File: src/rtl/if_fetch_queue_pkg.sv
// Shared types for the instruction-fetch front end: request FSM states and the
// packed width of one fetch-queue entry {pc, inst, taken, pcPred}.
package if_fetch_queue_pkg;

  typedef enum logic {
    FQ_IDLE = 1'b0,
    FQ_WAIT = 1'b1
  } fq_state_e;

  function automatic int entry_width(input int addr_w, input int inst_w);
    return 2 * addr_w + inst_w + 1;
  endfunction

endpackage

File: src/rtl/if_fetch_queue_fifo.sv
// DEPTH-entry circular fetch queue with push/pop/flush. The head payload is a
// register-file read addressed by registered pointers and reads as zero when empty.
module if_fetch_queue_fifo
  import if_fetch_queue_pkg::*;
#(
  parameter int DEPTH = 4,
  parameter int WIDTH = 97
) (
  input  logic                     clk_i,
  input  logic                     rst_ni,
  input  logic                     en_i,
  input  logic                     flush_i,
  input  logic                     push_i,
  input  logic                     pop_i,
  input  logic [WIDTH-1:0]         data_i,
  output logic [WIDTH-1:0]         data_o,
  output logic [$clog2(DEPTH):0]   count_o,
  output logic                     empty_o
);

  localparam int PTR_W = $clog2(DEPTH);
  localparam int CNT_W = PTR_W + 1;

  logic [PTR_W-1:0] wr_ptr_q, wr_ptr_d;
  logic [PTR_W-1:0] rd_ptr_q, rd_ptr_d;
  logic [CNT_W-1:0] count_q, count_d;
  logic [WIDTH-1:0] mem_q [DEPTH];
  logic             empty, full;
  logic             do_push, do_pop;

  assign empty   = (count_q == '0);
  assign full    = (count_q == CNT_W'(DEPTH));
  assign do_pop  = pop_i & ~empty;
  // A full queue can still take a push when the head leaves in the same cycle.
  assign do_push = push_i & (~full | do_pop);

  always_comb begin
    wr_ptr_d = wr_ptr_q;
    rd_ptr_d = rd_ptr_q;
    count_d  = count_q;
    if (flush_i) begin
      wr_ptr_d = '0;
      rd_ptr_d = '0;
      count_d  = '0;
    end else begin
      if (do_push) wr_ptr_d = wr_ptr_q + PTR_W'(1);
      if (do_pop)  rd_ptr_d = rd_ptr_q + PTR_W'(1);
      case ({do_push, do_pop})
        2'b10:   count_d = count_q + CNT_W'(1);
        2'b01:   count_d = count_q - CNT_W'(1);
        default: count_d = count_q;
      endcase
    end
  end

  always_ff @(posedge clk_i) begin
    if (!rst_ni) begin
      wr_ptr_q <= '0;
      rd_ptr_q <= '0;
      count_q  <= '0;
    end else if (en_i) begin
      wr_ptr_q <= wr_ptr_d;
      rd_ptr_q <= rd_ptr_d;
      count_q  <= count_d;
    end
  end

  always_ff @(posedge clk_i) begin
    if (en_i && do_push && !flush_i) mem_q[wr_ptr_q] <= data_i;
  end

  assign data_o  = empty ? '0 : mem_q[rd_ptr_q];
  assign count_o = count_q;
  assign empty_o = empty;

endmodule

File: src/rtl/if_fetch_queue.sv
// Instruction fetch stage: PC generator, single-outstanding I-cache request FSM
// with BTB capture, and a fetch queue that keeps prefetching while decode stalls.
module if_fetch_queue
  import if_fetch_queue_pkg::*;
#(
  parameter int          ADDR_W    = 32,
  parameter int          INST_W    = 32,
  parameter int          IC_ADDR_W = 18,
  parameter int          DEPTH     = 4,
  parameter int          PCSTEP    = 4,
  parameter int unsigned RESET_PC  = 0
) (
  input  logic                    clk_in,
  input  logic                    rst_in,
  input  logic                    rdy_in,
  input  logic                    pcJump_in,
  input  logic [ADDR_W-1:0]       pcTarget_in,
  input  logic                    MEM_MCAccess_in,
  output logic                    ICache_out,
  output logic [IC_ADDR_W-1:0]    ICacheAddr_out,
  input  logic                    instE_in,
  input  logic [INST_W-1:0]       inst_in,
  output logic [ADDR_W-1:0]       IF_BTB_pc_out,
  input  logic                    IF_BTB_taken_in,
  input  logic [ADDR_W-1:0]       IF_BTB_pcPred_in,
  input  logic                    id_ready_in,
  output logic                    instE_out,
  output logic [ADDR_W-1:0]       IF_pc_out,
  output logic [INST_W-1:0]       inst_out,
  output logic                    IF_taken_out,
  output logic [ADDR_W-1:0]       IF_pcPred_out,
  output logic [$clog2(DEPTH):0]  q_count_out
);

  localparam int CNT_W   = $clog2(DEPTH) + 1;
  localparam int ENTRY_W = entry_width(ADDR_W, INST_W);
  localparam logic [ADDR_W-1:0] RESET_PC_L = ADDR_W'(RESET_PC);

  fq_state_e            state_q;
  logic [ADDR_W-1:0]    pc_q, pc_d;
  logic                 drop_q;
  logic                 icache_q;
  logic [IC_ADDR_W-1:0] icache_addr_q;
  logic [ADDR_W-1:0]    lat_pc_q, lat_pred_q;
  logic                 lat_taken_q;

  logic                 resp, issue, push, pop;
  logic [CNT_W:0]       reserved;
  logic [CNT_W-1:0]     count;
  logic                 empty;
  logic [ENTRY_W-1:0]   push_entry, head_entry;

  // A request still in flight owns a queue slot unless its data is to be dropped.
  always_comb begin
    resp     = (state_q == FQ_WAIT) & instE_in;
    reserved = {1'b0, count} + (CNT_W+1)'((state_q == FQ_WAIT) && !drop_q);
    issue    = ~pcJump_in & ~MEM_MCAccess_in
             & ((state_q == FQ_IDLE) | resp)
             & (reserved < (CNT_W+1)'(DEPTH));
    push     = resp & ~drop_q & ~pcJump_in;
    pop      = ~empty & id_ready_in & ~pcJump_in;
    pc_d     = IF_BTB_taken_in ? IF_BTB_pcPred_in : pc_q + ADDR_W'(PCSTEP);
  end

  always_ff @(posedge clk_in) begin
    if (!rst_in) begin
      state_q       <= FQ_IDLE;
      pc_q          <= RESET_PC_L;
      drop_q        <= 1'b0;
      icache_q      <= 1'b0;
      icache_addr_q <= '0;
    end else if (rdy_in) begin
      icache_q <= 1'b0;
      if (pcJump_in) begin
        pc_q <= pcTarget_in;
        if (resp) begin
          state_q <= FQ_IDLE;
          drop_q  <= 1'b0;
        end else if (state_q == FQ_WAIT) begin
          drop_q  <= 1'b1;
        end
      end else begin
        if (resp) begin
          state_q <= FQ_IDLE;
          drop_q  <= 1'b0;
        end
        if (issue) begin
          state_q       <= FQ_WAIT;
          icache_q      <= 1'b1;
          icache_addr_q <= pc_q[IC_ADDR_W-1:0];
          pc_q          <= pc_d;
        end
      end
    end
  end

  always_ff @(posedge clk_in) begin
    if (rdy_in && issue) begin
      lat_pc_q    <= pc_q;
      lat_taken_q <= IF_BTB_taken_in;
      lat_pred_q  <= IF_BTB_pcPred_in;
    end
  end

  assign push_entry = {lat_pc_q, inst_in, lat_taken_q, lat_pred_q};

  if_fetch_queue_fifo #(
    .DEPTH (DEPTH),
    .WIDTH (ENTRY_W)
  ) u_fifo (
    .clk_i   (clk_in),
    .rst_ni  (rst_in),
    .en_i    (rdy_in),
    .flush_i (pcJump_in),
    .push_i  (push),
    .pop_i   (pop),
    .data_i  (push_entry),
    .data_o  (head_entry),
    .count_o (count),
    .empty_o (empty)
  );

  assign ICache_out     = icache_q;
  assign ICacheAddr_out = icache_addr_q;
  assign IF_BTB_pc_out  = pc_q;
  assign instE_out      = ~empty;
  assign q_count_out    = count;
  assign {IF_pc_out, inst_out, IF_taken_out, IF_pcPred_out} = head_entry;

endmodule

File: config.mk
export PLATFORM = sky130hd
export DESIGN_NAME = if_fetch_queue
export DESIGN_NICKNAME = d
export VERILOG_FILES = /design/src/rtl/if_fetch_queue_pkg.sv /design/src/rtl/if_fetch_queue_fifo.sv /design/src/rtl/if_fetch_queue.sv
export SDC_FILE = /design/constraint.sdc
export NUM_CORES = 1
export LEC_CHECK = 0
export CORE_MARGIN = 2
export CORE_UTILIZATION = 30
export DETAILED_ROUTE_END_ITERATION = 10
export GPL_TIMING_DRIVEN = 0
export HOLD_SLACK_MARGIN = 0.03
export PLACE_DENSITY = 0.55
export SLEW_MARGIN = 20
export SYNTH_ARGS = -nofsm -noshare
export SYNTH_HDL_FRONTEND = slang
export SYNTH_SLANG_ARGS = --single-unit
File: constraint.sdc
create_clock -name clk_in -period 5.25 [get_ports clk_in]
set_input_delay 0.525 -clock clk_in [delete_from_list [all_inputs] [get_ports clk_in]]
set_output_delay 0.525 -clock clk_in [all_outputs]
set_load 0.02 [all_outputs]
# Word-level counts from Yosys, hierarchy flattened
# Memories as Yosys holds them, arrays and structs flattened. A register that Yosys moved wholly into a read port is not among the register bits.
# Cells that the tools add are included.
# totals
in_bits	104
n_memories	1
output_inout_bits	152
ramBits	388
register_bits	125
word_cells	82
# classes
n_mux	23
reduce_logical	19
order_cmp	1
bitwise_logic	18
eq_ne	3
n_addsub	6
# mem_list
memory	words	word_bits	rd	rd_clocked_by_memory_dff	write_ports	line	text
u_fifo.mem_q	4	97	1	1	1	if_fetch_queue_fifo.sv:27	logic [WIDTH-1:0] mem_q [DEPTH];
# ops
operator	n
97-bit two-way mux	1
32-bit two-way mux	3
32-bit by 3-bit adder with 32-bit output (second input constant)	1
2-bit two-way mux	6
1-bit two-way mux	11
1-bit bitwise AND	10
2-bit nonzero test	5
2-bit AND reduction	4
1-bit inverter	6
3-bit one-hot mux with 2 select lines	1
3-bit AND reduction	2
2-bit by 1-bit adder with 2-bit output (second input constant)	2
3-bit by 1-bit adder with 4-bit output	1
1-bit logical AND	4
4-bit by 3-bit less-than comparator with 1-bit output (second input constant)	1
3-bit by 1-bit adder with 3-bit output (second input constant)	1
3-bit equality test (second input constant)	1
3-bit logical NOT	1
3-bit two-way mux	1
3-bit nonzero test	1
3-bit by 1-bit subtractor with 3-bit output (second input constant)	1
2-bit by 1-bit equality test with 1-bit output (second input constant)	1
2-bit equality test (second input constant)	1
1-bit logical NOT	2
1-bit OR	2

# Longest topological paths before layout
# Gate-level depths: netlist of the first run.
# depth
depth_word	11
depth_mapped	8
ltp_nobuf	6

# Hierarchy
# Synthesis of the first run repeated with hierarchy kept, for this count alone.
# unflattened
hier_cells	1172
area_unflattened_um2	20333.3
# modules_own_cells
mod	instances	area_per_inst_um2	cells_each	seq_area_each_um2
if_fetch_queue_fifo	1	15237.1	687	11831.3
if_fetch_queue	1	5096.1	485	3012.9

# Worst setup path before layout of the first run
# No wires, ideal clock.
# synth_path
path_kind	input to register
from	in pcJump_in
to	mem u_fifo.mem_q[0][0] (enable)
setup_time_ns	0.467
n_path_buf	2
path_slack_ns	1.008
arrival_time_ns	3.775
t_required_ns	4.783
cell_stages	6
cell_sequence	clkbuf_1 -> nor4bb_1 -> clkbuf_1 -> nand2_1 -> nor2_1 -> and2_1
# synth_via
elab_chain_len	9
elab_cells_between_ends	11
cone_classes	mux: 2; bitwise: 6; reduce/logical: 3
# synth_rtl
element	line	text
from (decl)	if_fetch_queue.sv:16	input logic pcJump_in,
1-bit inverter (no source line)	--	
1-bit bitwise AND	if_fetch_queue.sv:61	pop = ~empty & id_ready_in & ~pcJump_in;
1-bit bitwise AND	if_fetch_queue_fifo.sv:33	assign do_pop = pop_i & ~empty;
1-bit OR	if_fetch_queue_fifo.sv:35	assign do_push = push_i & (~full | do_pop);
1-bit bitwise AND	if_fetch_queue_fifo.sv:35	
1-bit logical AND	if_fetch_queue_fifo.sv:69	if (en_i && do_push && !flush_i) mem_q[wr_ptr_q] <= data_i;
1-bit logical AND (*)	if_fetch_queue_fifo.sv:69	
1-bit two-way mux (*)	if_fetch_queue_fifo.sv:69	
1-bit two-way mux (implied by the code) (*)	if_fetch_queue_fifo.sv:69	
to (decl)	if_fetch_queue_fifo.sv:27	
# Mark *: on every way between the ends. The rest lies on a longest branch, timed or not.

==> results of run 1 <==
==> Yosys cell counts (7+ instances only) <==
library cell  number
edfxtp_1         453
and2_1           104
mux4_2            97
nand2_1           70
dfxtp_1           62
a21oi_1           60
clkbuf_1          60
nor2_1            34
o21ai_0           26
inv_1             17
nand3_1           17
nand4_1           12
nor4_1             9
o211ai_1           9
buf_1              8
nor3_1             8
a31oi_1            7
buf_2              7
==> flip-flops by register name (all words and copies together), names as in the netlist, named ones only <==
name and cells:
ICacheAddr_out 18, ICache_out 1, IF_BTB_pc_out 32, drop_q 1, lat_pc_q 32, lat_pred_q 32
lat_taken_q 1, state_q 1, u_fifo.count_o 3, u_fifo.mem_q 388, u_fifo.rd_ptr_q 2, u_fifo.wr_ptr_q 2
==> power breakdown <==
group / total (uW) / internal [uW] / switching [uW]
combinational: 364 / 158 / 206
clock: 3830 / 2250 / 1580
sequential: 4550 / 4480 / 63.9
total: 8740 / 6890 / 1850
==> worst max-delay path, delay by kind of cell, from the launching register on <==
kind	cells	cell delay, ps
flip-flops	1	300
multiplexers	1	450
buffers and inverters	4	2390
AND/OR/NAND/NOR	1	190
==> per-layer routing <==
| metal | vias to the layer above | share of wire | wire, um | track usage |
|---|---|---|---|---|
| met3 | 91 | 0.070 | 3940 | 0.0398 |
| met2 | 404 | 0.48 | 26900 | 0.260 |
| met1 | 6039 | 0.42 | 23800 | 0.209 |
| li1 | 5245 | - | - | - |
| met4 | 2 | 0.031 | 1760 | 0.0593 |
| met5 | - | 0.00025 | 14 | 0 |
==> area by class of cell <==
type,count,area share
Sequential cell,515,0.575
Multi-Input combinational cell,563,0.193
Timing Repair Buffer,262,0.107
Clock buffer,77,0.0599
Tap cell,873,0.0423
Buffer,75,0.0114
Clock inverter,25,0.00915
Inverter,17,0.00247
Antenna cell,1,0.0000969
==> cell families (layout without fill, tap and decap cells) <==
| family | Yosys count | after routing | synth area share |
|---|---|---|---|
| other | 0 | 1 | 0 |
| AO/OA/AOI/OAI | 157 | 157 | 0.0503 |
| buffers and inverters | 92 | 456 | 0.0176 |
| XOR/XNOR | 10 | 10 | 0.00434 |
| multiplexers | 103 | 103 | 0.111 |
| AND/OR/NAND/NOR | 287 | 287 | 0.0765 |
| flip-flops | 515 | 515 | 0.736 |
| adder cells (fa/ha/maj) | 6 | 6 | 0.00409 |
==> path summary, 6_finish.rpt <==
| check | to | cells past startpoint | start |
|---|---|---|---|
| worst max-delay path | IF_pc_out[17] | 6 | flip-flop |
| worst min-delay path | ICacheAddr_out[7] | 2 | ICacheAddr_out[7] |
| worst max register to register | u_fifo.mem_q[2][44] | 7 | state_q |
| worst min register to register | ICacheAddr_out[7] | 2 | ICacheAddr_out[7] |
==> stage by stage <==
step           setup WS, ps  setup TNS [ps]  utilization  cell area [um^2]
6_report                768               0        0.386             25800
4_1_cts                 545               0        0.386             25800
5_1_grt                 515               0        0.386             25800
3_3_place_gp          -1930         -801440        0.356             23800
2_1_floorplan          1010               0            -             20200
3_5_place_dp           1240               0        0.359             24100
==> run metrics, run 1 <==
clk_lat worst skew=600 ps; initial antenna violation count=3; first-pass GRT wire length=81600 um; Seq. cell area=14800 um^2; Post-Route WL=56400 um; tightest hold margin=460 ps; largest net degree at the start of global routing=42; sequential-to-total area share from yosys stat=0.736; critical path arrival=3960 ps; total track usage=0.161; top cells by area, synth=edfxtp_1, mux4_2, dfxtp_1; CP Class=flip-flop to output port; Pwr Density=338 nW/um^2; Top FF cell, synth=edfxtp_1; antenna-violating nets left=0; fin crit share=0.854; Post-Synthesis Net Count=1280; final setup fails=0; total gr overflow=0; fill cell count=6167; Die Ht=263 um; Highest Clock Rate=223 MHz; H-Tree Depth=2; post-cts repair resize count=0; footprint of the multi-input gates=4980 um^2; cell taking the most area after synthesis=edfxtp_1; outcome=finished, final reports clean; Syn Area/Cell=17.2 um^2; Mapped Cells=1170; vias in the first global route=12100; I/O Pins=256; Reg2Reg Setup Slack=2320 ps; Static Leak=0.00807 uW; clock root buffer=clkbuf_16; Worst VDD drop=0.000289 V; Period minus WS final=4480 ps; Critical Path RT=4720 ps; slew at the pin closest to its max-slew limit=964 ps; CTS tree=yes; layout cell share with drive strength beyond 1=0.134; Placed Cells=2305; Post-CTS Hold Buffers=0; crit path launch type=flip-flop; Yosys top cell area share=0.674; Reg clk slew, reported paths=60 ps; slowest cell on the critical path=clkbuf_1; Final Hold Viols=0; Starting Density=0.301; cts bufs inserted=56; DP HPWL=38800 um; full die area=69300 um^2; average routed wire per standard cell=23.4 um; DRC violation count after routing=0; Post-synth EDFFs=453; synthesis-to-finish area growth=28.1%; synth unique cells=64; HP Class=flip-flop to flip-flop; RSZ-0062 raised after global routing=false; commonest non-fill, non-tap cell in the layout=edfxtp_1; Slew headroom=0.357; Overall Power=8740 uW; Die X=263 um; # port buffers=253; Core Box Area=66900 um^2; vias=11800; worst stage delay on the critical path=680 ps; Finished Layout Cells=2408; router iterations before antenna repair=5; post-CTS setup buffers=0; FFs w/ async S/R, synth=0; Via density=4.89; FP Rows=95; CTS Sinks=515; synthesized flop and latch total=515; Max-cap violations=0; Yosys warning total=0; Clock Path Buffers=3; Final Max Tran Viols=0; final RePlAce weighted congestion=0.885; CP most frequent cell=clkbuf_1; CP max FO=10; most frequent cells in the layout=edfxtp_1, clkdlybuf4s50_1, and2_1, mux4_2, clkbuf_1; Critical Path End Type=output port; worst path cell trace=clkbuf_1 > clkbuf_1 > clkbuf_1 > mux4_2 > and2_1 > clkdlybuf4s50_1; Post-Syn Area=20200 um^2; Initial DRC Count=843; clock skew=21.1 ps; Layout Nets=1600
No activity file was read; power rests on OpenSTA's default activity.
==> inputs of run 2 (changes only) <==
--- a/config.mk
+++ b/config.mk
@@ -7,6 +7,7 @@
 export LEC_CHECK = 0
 export CORE_MARGIN = 2
 export CORE_UTILIZATION = 30
+export CTS_BUF_LIST = sky130_fd_sc_hd__clkbuf_4 sky130_fd_sc_hd__clkbuf_8
 export DETAILED_ROUTE_END_ITERATION = 10
 export GPL_TIMING_DRIVEN = 0
 export HOLD_SLACK_MARGIN = 0.03
==> constraint.sdc (replaced) <==
create_clock -name clk_in -period 5.2 [get_ports clk_in]
set_input_delay 0.52 -clock clk_in [delete_from_list [all_inputs] [get_ports clk_in]]
set_output_delay 0.52 -clock clk_in [all_outputs]
set_load 0.02 [all_outputs]
==> run metrics, run 2 (synthesis results as in run 1) <==
Die Ht=263 um (unchanged); Slew headroom=0.362 (was 0.357); CTS tree=yes (unchanged); initial antenna violation count=2 (was 3); router iterations before antenna repair=5 (unchanged); slew at the pin closest to its max-slew limit=957 ps (was 964 ps); critical path arrival=4060 ps (was 3960 ps); Period minus WS final=4580 ps; total track usage=0.163 (was 0.161); largest net degree at the start of global routing=42 (unchanged); Critical Path End Type=output port (unchanged); vias=11900 (was 11800); Final Hold Viols=0 (unchanged); Starting Density=0.301 (unchanged); Via density=4.84 (was 4.89); Highest Clock Rate=218 MHz; average routed wire per standard cell=23.0 um (was 23.4 um); Reg2Reg Setup Slack=2270 ps (was 2320 ps); FP Rows=95 (unchanged); Post-CTS Hold Buffers=0 (unchanged); Max-cap violations=0 (unchanged); Layout Nets=1631 (was 1600); Static Leak=0.00808 uW (was 0.00807 uW); DRC violation count after routing=0 (unchanged); crit path launch type=flip-flop (unchanged); I/O Pins=256 (unchanged); gr busiest metal=met2 (unchanged); first-pass GRT wire length=82600 um (was 81600 um); Critical Path RT=4680 ps (was 4720 ps); Clock Path Buffers=3 (unchanged); Worst VDD drop=0.000175 V (was 0.000289 V); RSZ-0062 raised after global routing=false (unchanged); most frequent cells in the layout=edfxtp_1, clkdlybuf4s50_1, and2_1, mux4_2, clkbuf_8 (was edfxtp_1, clkdlybuf4s50_1, and2_1, mux4_2, clkbuf_1); cts bufs inserted=87 (was 56); commonest non-fill, non-tap cell in the layout=edfxtp_1 (unchanged); final setup fails=0 (unchanged); Final TNS setup=0 ps (unchanged); # port buffers=253 (unchanged); met3 Track Usage GR=0.0441 (was 0.0398); met1 Usage GRT=0.206 (was 0.209); Biggest register=u_fifo.mem_q (unchanged); full die area=69300 um^2 (unchanged); vias in the first global route=12500 (was 12100); Final Util=0.385 (was 0.386); Pwr Density=330 nW/um^2 (was 338 nW/um^2); R2R cell count=7 (unchanged); Reg clk slew, reported paths=60 ps (about the same); Overall Power=8500 uW (was 8740 uW); fin crit share=0.881; antenna-violating nets left=0 (unchanged); synthesis-to-finish area growth=27.7% (was 28.1%); clock root buffer=clkbuf_8 (was clkbuf_16); post-CTS setup buffers=0 (unchanged); GRT met2 Usage=0.264 (was 0.260); post-cts repair resize count=0 (unchanged); CTS Sinks=515 (unchanged); final RePlAce weighted congestion=0.885 (unchanged); clock skew=31.8 ps (was 21.1 ps); CP max FO=10 (unchanged); max reg flops=388 (unchanged); Final Max Tran Viols=0 (unchanged); DP HPWL=38800 um (unchanged); total gr overflow=0 (unchanged); fill cell count=6231 (was 6167); HP Class=primary input to flip-flop (was flip-flop to flip-flop); H-Tree Depth=3 (was 2); Die X=263 um (unchanged); Core Box Area=66900 um^2 (unchanged); Initial DRC Count=923 (was 843); clk_lat worst skew=680 ps (was 600 ps); layout cell share with drive strength beyond 1=0.164 (was 0.134); hold depth=3 (was 2); CP Class=flip-flop to output port (unchanged); Post-Route WL=56800 um (was 56400 um); outcome=finished, final reports clean (unchanged)
==> run 2: area by class of cell <==
cell class | count | area, um^2 | share of cell area
clock inverters | 42 | 256 | 0.00996
diodes | 1 | 2.50 | 0.0000971
multi-input cells | 563 | 4980 | 0.193
clock buffers | 118 | 1460 | 0.0565
well taps | 873 | 1090 | 0.0424
flip-flops and latches | 515 | 14800 | 0.576
inverters | 17 | 63.8 | 0.00248
repair buffers | 262 | 2770 | 0.108
plain buffers | 75 | 295 | 0.0115
==> run 2: metrics by stage <==
stage | cells | setup slack [ps] | instance area, um^2 | hold WS, ps
floorplan | 1170 | 963 | 20200 | 459
detailed placement | 2305 | 1190 | 24100 | 452
global route | 2466 | 389 | 25800 | 409
finish | 2466 | 618 | 25800 | 434
global placement | 2296 | -1980 | 23800 | 449
CTS | 2465 | 425 | 25800 | 349
==> run 2: worst max-delay path, stage by stage (launching register included) <==
cell and delay (ps):
dfxtp_1 300, clkbuf_1 700, clkbuf_1 600, clkbuf_1 570
mux4_2 420, and2_1 170, clkdlybuf4s50_1 620
==> run 2: per-layer routing <==
metal / share of wire / vias to the layer above / routed length, um
met5: 0.00025 / - / 14
met4: 0.032 / 2 / 1790
met3: 0.078 / 92 / 4460
met2: 0.48 / 469 / 27400
met1: 0.41 / 6047 / 23100
li1: - / 5323 / -
==> run 2: power breakdown <==
| part | switching, uW | internal [uW] |
|---|---|---|
| clock | 1620 | 1920 |
| sequential | 64.0 | 4530 |
| combinational | 207 | 159 |
| total | 1900 | 6610 |
==> run 2: path summary, 6_finish.rpt <==
kind                      startpoint                  end
hold / removal                rst_in    IF_BTB_pc_out[23]
setup reg to reg             state_q  u_fifo.mem_q[2][44]
hold reg to reg   ICacheAddr_out[15]   ICacheAddr_out[15]
setup / recovery           flip-flop        IF_pc_out[26]
==> inputs of run 3 (changes only) <==
--- a/config.mk
+++ b/config.mk
@@ -11,7 +11,7 @@
 export DETAILED_ROUTE_END_ITERATION = 10
 export GPL_TIMING_DRIVEN = 0
 export HOLD_SLACK_MARGIN = 0.03
-export PLACE_DENSITY = 0.55
+export PLACE_DENSITY = 0.45
 export SLEW_MARGIN = 20
 export SYNTH_ARGS = -nofsm -noshare
 export SYNTH_HDL_FRONTEND = slang
==> run metrics, run 3 (synthesis results as in run 1) <==
outcome=finished, final reports clean (unchanged); Worst VDD drop=0.000149 V (was 0.000175 V); H-Tree Depth=3 (unchanged); fill cell count=6292 (was 6231); Biggest register=u_fifo.mem_q (unchanged); slew at the pin closest to its max-slew limit=948 ps (was 957 ps); cts bufs inserted=92 (was 87); Slew headroom=0.368 (was 0.362); final setup fails=0 (unchanged); post-CTS setup buffers=0 (unchanged); clk_lat worst skew=670 ps (was 680 ps); final RePlAce weighted congestion=0.839 (was 0.885); CTS Sinks=515 (unchanged); max reg flops=388 (unchanged); FP Rows=95 (unchanged); Reg clk slew, reported paths=60 ps (about the same); CP most frequent cell=clkbuf_1 (unchanged); slowest cell on the critical path=clkbuf_1 (unchanged); initial antenna violation count=0 (was 2); total track usage=0.168 (was 0.163); Die Ht=263 um (unchanged); RSZ-0062 raised after global routing=false (unchanged); critical path's top delay family=buffers and inverters (unchanged); first-pass GRT wire length=84800 um (was 82600 um); Layout Nets=1637 (was 1631); average routed wire per standard cell=23.3 um (was 23.0 um); DRC violation count after routing=0 (unchanged); CP max FO=10 (unchanged); Post-CTS Hold Buffers=0 (unchanged); layout cell share with drive strength beyond 1=0.179 (was 0.164); antenna-violating nets left=0 (unchanged); Clock Path Buffers=3 (unchanged); crit path launch type=flip-flop (unchanged); Die X=263 um (unchanged); commonest non-fill, non-tap cell in the layout=edfxtp_1 (unchanged); tightest hold margin=454 ps (was 434 ps); Pwr Density=340 nW/um^2 (was 330 nW/um^2); critical path arrival=4110 ps (was 4060 ps); fin crit share=0.891 (was 0.881); Critical Path RT=4680 ps (about the same); CP Class=flip-flop to output port (unchanged); worst stage delay on the critical path=660 ps (was 700 ps); clock skew=21.1 ps (was 31.8 ps); largest net degree at the start of global routing=41 (was 42); Final Hold Viols=0 (unchanged); Period minus WS final=4630 ps (was 4580 ps); vias in the first global route=12300 (was 12500); HP Class=flip-flop to flip-flop (was primary input to flip-flop); router iterations before antenna repair=7 (was 5); synthesis-to-finish area growth=28.7% (was 27.7%); clock root buffer=clkbuf_8 (unchanged); Via density=4.79 (was 4.84); I/O Pins=256 (unchanged); # port buffers=253 (unchanged); full die area=69300 um^2 (unchanged); post-cts repair resize count=0 (unchanged); Static Leak=0.00819 uW (was 0.00808 uW); Starting Density=0.301 (unchanged); Design Area, Final=26000 um^2 (was 25800 um^2); Highest Clock Rate=216 MHz (was 218 MHz); total gr overflow=0 (unchanged); Critical Path End Type=output port (unchanged); Final Max Tran Viols=0 (unchanged); DP HPWL=38900 um (was 38800 um); Buf/Inv on CP=4 (unchanged); Core Box Area=66900 um^2 (unchanged); worst path cell trace=clkbuf_1 > clkbuf_1 > clkbuf_1 > mux4_2 > and2_1 > clkdlybuf4s50_1 (unchanged); Post-Route WL=57900 um (was 56800 um); vias=11900 (about the same); Initial DRC Count=791 (was 923); DP Area=24000 um^2 (was 24100 um^2); CTS tree=yes (unchanged); Max-cap violations=0 (unchanged); most frequent cells in the layout=edfxtp_1, clkdlybuf4s50_1, clkbuf_8, and2_1, mux4_2 (was edfxtp_1, clkdlybuf4s50_1, and2_1, mux4_2, clkbuf_8)
==> run 3: changes by cell type in the layout (fill, tap and decap cells not counted), sizes merged <==
| cell | delta |
|---|---|
| clkinvlp | +1 |
| bufinv | +1 |
| buf | +1 |
| clkbuf | +14 |
| inv | -1 |
| clkinv | -4 |
==> run 3: cell type report <==
class	instances	area (um^2)	area share
timing repair buffer	263	2770	0.107
antenna	1	2.50	0.0000964
tap	873	1090	0.0421
clock inverter	39	279	0.0108
sequential	515	14800	0.572
clock buffer	132	1620	0.0625
buffer	75	294	0.0113
inverter	17	63.8	0.00246
multi-input combinational	563	4980	0.192
==> run 3: worst paths after layout <==
path | start | endpoint | slack [ps] | cells past startpoint
max | flip-flop | IF_pc_out[6] | 570 | 6
min reg2reg | ICacheAddr_out[5] | ICacheAddr_out[5] | 450 | 2
min | ICacheAddr_out[5] | ICacheAddr_out[5] | 450 | 2
max reg2reg | IF_BTB_pc_out[2] | IF_BTB_pc_out[30] | 2280 | 6
==> run 3: tightest hold or removal path: stages, from the launching register on <==
cell and delay (ps):
dfxtp_1 300, nand2_1 50, a21oi_1 50
==> run 3: power breakdown <==
| group | total, uW | internal [uW] | switching (uW) |
|---|---|---|---|
| combinational | 371 | 160 | 211 |
| sequential | 4590 | 4530 | 61.7 |
| clock | 3860 | 2170 | 1690 |
| total | 8820 | 6850 | 1970 |
==> run 3: stage by stage <==
| stage | power (uW) | std cells | TNS (ps) | utilization | setup WS (ps) |
|---|---|---|---|---|---|
| 2_1_floorplan | 4790 | 1170 | 0 | - | 963 |
| 3_3_place_gp | 5040 | 2296 | -852790 | 0.356 | -2060 |
| 3_5_place_dp | 5050 | 2306 | 0 | 0.359 | 1120 |
| 4_1_cts | 8970 | 2477 | 0 | 0.388 | 347 |
| 5_1_grt | 9170 | 2477 | 0 | 0.388 | 279 |
| 6_report | 8820 | 2478 | 0 | 0.388 | 567 |
==> run 3: routing by layer <==
layer | vias up | global-route usage | wire, um
met5 | - | 0 | 0
met4 | 0 | 0.0564 | 1410
met3 | 101 | 0.0353 | 3330
met2 | 385 | 0.278 | 28200
met1 | 6022 | 0.219 | 24900
li1 | 5352 | - | -
